`src/rtl/elevator_scheduler.sv`:
```
// SCAN request scheduler for the 4-floor elevator car FSM: latches floor calls,
// steers the car through target/stop and times the door dwell at each served floor.
module elevator_scheduler #(
  parameter int unsigned DOOR_CYCLES = 4
) (
  input  logic       clock,
  input  logic       reset,
  input  logic [3:0] call_req,
  input  logic       estop,
  input  logic [1:0] floor,
  output logic [1:0] target,
  output logic       stop,
  output logic       door_open,
  output logic       dir_up,
  output logic [3:0] pending,
  output logic       busy
);

  typedef enum logic [1:0] {IDLE, MOVING, DOOR} state_e;

  localparam logic [3:0] DOOR_LOAD = 4'(DOOR_CYCLES - 1);

  state_e     state_q, state_d;
  logic [1:0] target_q, target_d;
  logic       dir_up_q, dir_up_d;
  logic [3:0] pending_q, pending_d;
  logic [3:0] cnt_q, cnt_d;

  logic [3:0] call_mask;
  logic [2:0] up_hit, dn_hit;
  logic       go_up;

  // Nearest pending floor strictly above `from`; bit 2 flags that one exists.
  function automatic logic [2:0] nearest_up(input logic [3:0] req, input logic [1:0] from);
    logic [2:0] r;
    r = '0;
    for (int i = 3; i >= 0; i--)
      if (req[i] && (i > int'(from))) r = {1'b1, 2'(i)};
    return r;
  endfunction

  // Nearest pending floor strictly below `from`; bit 2 flags that one exists.
  function automatic logic [2:0] nearest_dn(input logic [3:0] req, input logic [1:0] from);
    logic [2:0] r;
    r = '0;
    for (int i = 0; i <= 3; i++)
      if (req[i] && (i < int'(from))) r = {1'b1, 2'(i)};
    return r;
  endfunction

  always_comb begin
    // NOTE: every variable gets a default first so no path leaves it unassigned (no latches).
    state_d   = state_q;
    target_d  = target_q;
    dir_up_d  = dir_up_q;
    cnt_d     = cnt_q;
    go_up     = 1'b1;
    call_mask = call_req;
    if (state_q == DOOR) call_mask[floor] = 1'b0;
    pending_d = pending_q | call_mask;
    up_hit    = nearest_up(pending_q, floor);
    dn_hit    = nearest_dn(pending_q, floor);

    if (!estop) begin
      unique case (state_q)
        IDLE: begin
          if (pending_q[floor]) begin
            state_d          = DOOR;
            pending_d[floor] = 1'b0;
            cnt_d            = DOOR_LOAD;
          end else if (|pending_q) begin
            go_up    = dir_up_q ? (up_hit[2] || !dn_hit[2]) : !dn_hit[2];
            dir_up_d = go_up;
            target_d = go_up ? up_hit[1:0] : dn_hit[1:0];
            state_d  = MOVING;
          end else begin
            target_d = floor;
          end
        end
        MOVING: begin
          if (floor == target_q) begin
            state_d             = DOOR;
            pending_d[target_q] = 1'b0;
            cnt_d               = DOOR_LOAD;
          end else if (dir_up_q) begin
            if (up_hit[2] && (up_hit[1:0] < target_q)) target_d = up_hit[1:0];
          end else begin
            if (dn_hit[2] && (dn_hit[1:0] > target_q)) target_d = dn_hit[1:0];
          end
        end
        DOOR: begin
          // A repeat call for the floor being served keeps the door open longer.
          if (call_req[floor])  cnt_d   = DOOR_LOAD;
          else if (cnt_q == '0) state_d = IDLE;
          else                  cnt_d   = cnt_q - 4'd1;
        end
        default: state_d = IDLE;
      endcase
    end
  end

  always_ff @(posedge clock) begin
    // NOTE: state registers use non-blocking assignments so all update together at the edge.
    if (reset) begin
      state_q   <= IDLE;
      target_q  <= '0;
      dir_up_q  <= 1'b1;
      pending_q <= '0;
      cnt_q     <= '0;
    end else begin
      state_q   <= state_d;
      target_q  <= target_d;
      dir_up_q  <= dir_up_d;
      pending_q <= pending_d;
      cnt_q     <= cnt_d;
    end
  end

  assign stop      = (state_q != MOVING) | estop;
  assign door_open = (state_q == DOOR);
  assign target    = target_q;
  assign dir_up    = dir_up_q;
  assign pending   = pending_q;
  assign busy      = (state_q != IDLE) | (|pending_q);

endmodule

```
`config.mk`:
```
export PLATFORM = sky130hd
export DESIGN_NAME = elevator_scheduler
export DESIGN_NICKNAME = d
export VERILOG_FILES = /design/src/rtl/elevator_scheduler.sv
export SDC_FILE = /design/constraint.sdc
export NUM_CORES = 1
export LEC_CHECK = 0
export CAP_MARGIN = 20
export CELL_PAD_IN_SITES_DETAIL_PLACEMENT = 0
export CELL_PAD_IN_SITES_GLOBAL_PLACEMENT = 1
export CORE_AREA = 2 2 58 60
export DETAILED_ROUTE_END_ITERATION = 6
export DIE_AREA = 0 0 60 62
export GPL_TIMING_DRIVEN = 1
export PLACE_DENSITY = 0.85
export SKIP_CTS_REPAIR_TIMING = 1
export SYNTH_ARGS = -nofsm -noshare
export SYNTH_HDL_FRONTEND = slang
export SYNTH_SLANG_ARGS = --single-unit
```
`constraint.sdc`:
```
create_clock -name clock -period 3.6 [get_ports clock]
set_input_delay 0.9 -clock clock [delete_from_list [all_inputs] [get_ports clock]]
set_output_delay 0.9 -clock clock [all_outputs]
set_load 0.005 [all_outputs]
```
==> flow_summary.json <==
{
  "antenna_cells": 0,
  "hold_viol_final": 0,
  "layout_setup_ws_ns": 0.523,
  "grtUsageTotal": 0.165,
  "setup_viol": 0,
  "synth_compound_area_frac": 0.264,
  "skew_ns": 0.0107,
  "critPathRequiredTime_ns": 3.77,
  "start_kind": "input port",
  "final-instance-count-excl-fill": 214,
  "area_delta_synth_final_pct": 22.1,
  "maxSlewViolCount": 0,
  "synth_top_family_by_area": "simple AND/OR/NAND/NOR gates",
  "finalCritPeriodShare": 0.855,
  "die-area_um2": 3720,
  "post-dp-hpwl_mm": 2.19,
  "ys_ff_latch": 13,
  "synth_area_leaders": "dfxtp_1, nor2_1, a21oi_1, ha_1, mux4_2",
  "whs_ns": 0.501,
  "dp_cells": 210,
  "hold_path.class": "reg2reg",
  "p_switching_mw": 0.183,
  "gp_congestion": 0.864,
  "ir_worst_vdd_v": 0.000116,
  "drc": 0,
  "num_io_pins": 19,
  "leakage_nw": 0.518,
  "cts_tree": "done",
  "grt_max_degree": 16,
  "io_buffers": 18,
  "pwr-share-comb": 0.410,
  "yosys.area_share.simple": 0.300,
  "maxCapViolations": 0,
  "syn_area_per_cell_um2": 7.46,
  "crit_arrival_ns": 3.24,
  "async_flop_share": 0,
  "intPower_mw": 0.296,
  "sw_frac_of_total": 0.381,
  "tightestPinTransition_ns": 0.552,
  "synth_xor_area_frac": 0.0156,
  "power_frac_seq": 0.392,
  "status": "finished, final reports clean",
  "synth_area_um2": 1130,
  "drt_iter0_drc": 50,
  "htree_levels": 1,
  "totalWireLength_mm": 2.91,
  "dr.pass1.iters": 4,
  "worstSetupPathType": "in2reg",
  "synth_nets": 164,
  "grt_pass1_wl_mm": 4.66,
  "cts-root-buf": "clkbuf_4",
  "synth.top_cells.by_count": "nor2_1, a21oi_1, dfxtp_1, inv_1, nand2_1",
  "fmax_ghz": 0.325,
  "synth_cell_types": 44,
  "fin_util": 0.433,
  "setup_tns_ns": 0,
  "die_height_um": 62,
  "yosysSeqAreaShare": 0.231,
  "via_per_inst": 5.42,
  "yosysMostFrequentCell": "nor2_1",
  "cts_max_path_buffers": 2,
  "fillers": 348,
  "die_w_um": 60,
  "power_density_nw_per_um2": 348,
  "yosys_warnings": 0,
  "start_util": 0.354,
  "final_layout_size_suffix_gt1_frac": 0.101,
  "synthMuxAreaShare": 0.0767,
  "min_period_ns": 3.08,
  "cts_buffers": 3,
  "nets": 182,
  "grt_pass1_vias": 1063,
  "ant_nets": 0,
  "synth-edff-count": 0,
  "end_kind": "flip-flop",
  "clk_pin_slew_ns": 0.10,
  "antenna_found_initial": 0,
  "rsz0062_at_grt": "false",
  "yosys.area.top_type": "dfxtp_1",
  "wire_per_inst_um": 13.6,
  "grt-ovfl-total": 0,
  "placed_area_um2": 1350,
  "synthCells": 151,
  "p_total_mw": 0.479,
  "pwr-share-clk": 0.198,
  "clk_latency_ns": 0.28,
  "synth_top_flop_cell": "dfxtp_1",
  "fin_area_um2": 1380,
  "num_rows": 21,
  "relSlewSlack": 0.631,
  "vias": 1160,
  "worstPathMaxFanout": 7,
  "clock_sinks": 13,
  "core_um2": 3180,
  "place_ws_ns": 0.217,
  "synth_top_area_share": 0.231,
  "synth_fa_ha_area_frac": 0.0444
}
-- logic make-up after synthesis --
group,Yosys count
compound gates,39
xor+xnor,2
fa+ha+maj,4
buf+inv,18
flops,13
mux,6
simple gates,69
-- sequential cells by signal, summed over array words and instances, names as in the netlist --
| name | count |
|---|---|
| dir_up | 1 |
| target | 2 |
| pending | 4 |
| cnt_q | 4 |
| state_q | 2 |
-- worst max-delay path, cell delays in order --
cell             delay [ns]
clkdlybuf4s50_1        0.50
inv_1                  0.22
nor2_1                 0.08
a211oi_1               0.30
ha_1                   0.29
a21boi_1               0.13
o32ai_1                0.31
a31oi_1                0.18
mux2_1                 0.34
-- path summary, 6_finish.rpt --
check                   startpoint                endpoint  slack (ns)  cells past startpoint
max reg2reg  pending[3]$_SDFF_PP0_  target[0]$_SDFFE_PP0P_        1.16                      8
min          cnt_q[0]$_SDFFE_PP0P_   cnt_q[0]$_SDFFE_PP0P_        0.50                      2
min reg2reg  cnt_q[0]$_SDFFE_PP0P_   cnt_q[0]$_SDFFE_PP0P_        0.50                      2
max                       floor[1]  target[0]$_SDFFE_PP0P_        0.52                      9
-- power groups by stage --
stage | Clock [mW] | Sequential, mW | Combinational (mW)
2_1_floorplan | 0 | 0.175 | 0.145
4_1_cts | 0.0978 | 0.188 | 0.198
6_report | 0.0949 | 0.188 | 0.196
5_1_grt | 0.103 | 0.191 | 0.219
3_3_place_gp | 0 | 0.190 | 0.192
3_5_place_dp | 0 | 0.191 | 0.196
-- layer usage --
layer,global-route usage,vias to the layer above,share of wire
met5,0,-,0
li1,-,577,-
met4,0.0698,0,0.0093
met2,0.284,20,0.50
met3,0.0248,2,0.026
met1,0.205,561,0.46
-- cells in the final DEF (no fill, tap or decap), drive strengths merged, types with 2 or more instances in the layout --
cell            n
xnor2           2
nand3           4
mux2i           3
a21oi          14
buf             3
clkbuf          3
clkdlybuf4s50  18
nor2           25
or2             3
nand3b          2
nor2b           7
nand2b          4
nor3            9
inv            10
mux4            2
nand2          10
ha              4
dfxtp          13
o21ai           6
o221ai          2
a2111oi         3
nor3b           2
a311oi          2
-- area by class of cell --
type                       count  area, um^2  area share
sequential                    13         260       0.189
multi-input combinational    120         790       0.574
tap                           46        57.6      0.0419
inverter                      10        37.5      0.0273
timing repair buffer          21         203       0.147
clock inverter                 1        5.00     0.00364
clock buffer                   3        22.5      0.0164
Note: power is estimated with default switching activity, not from simulation.
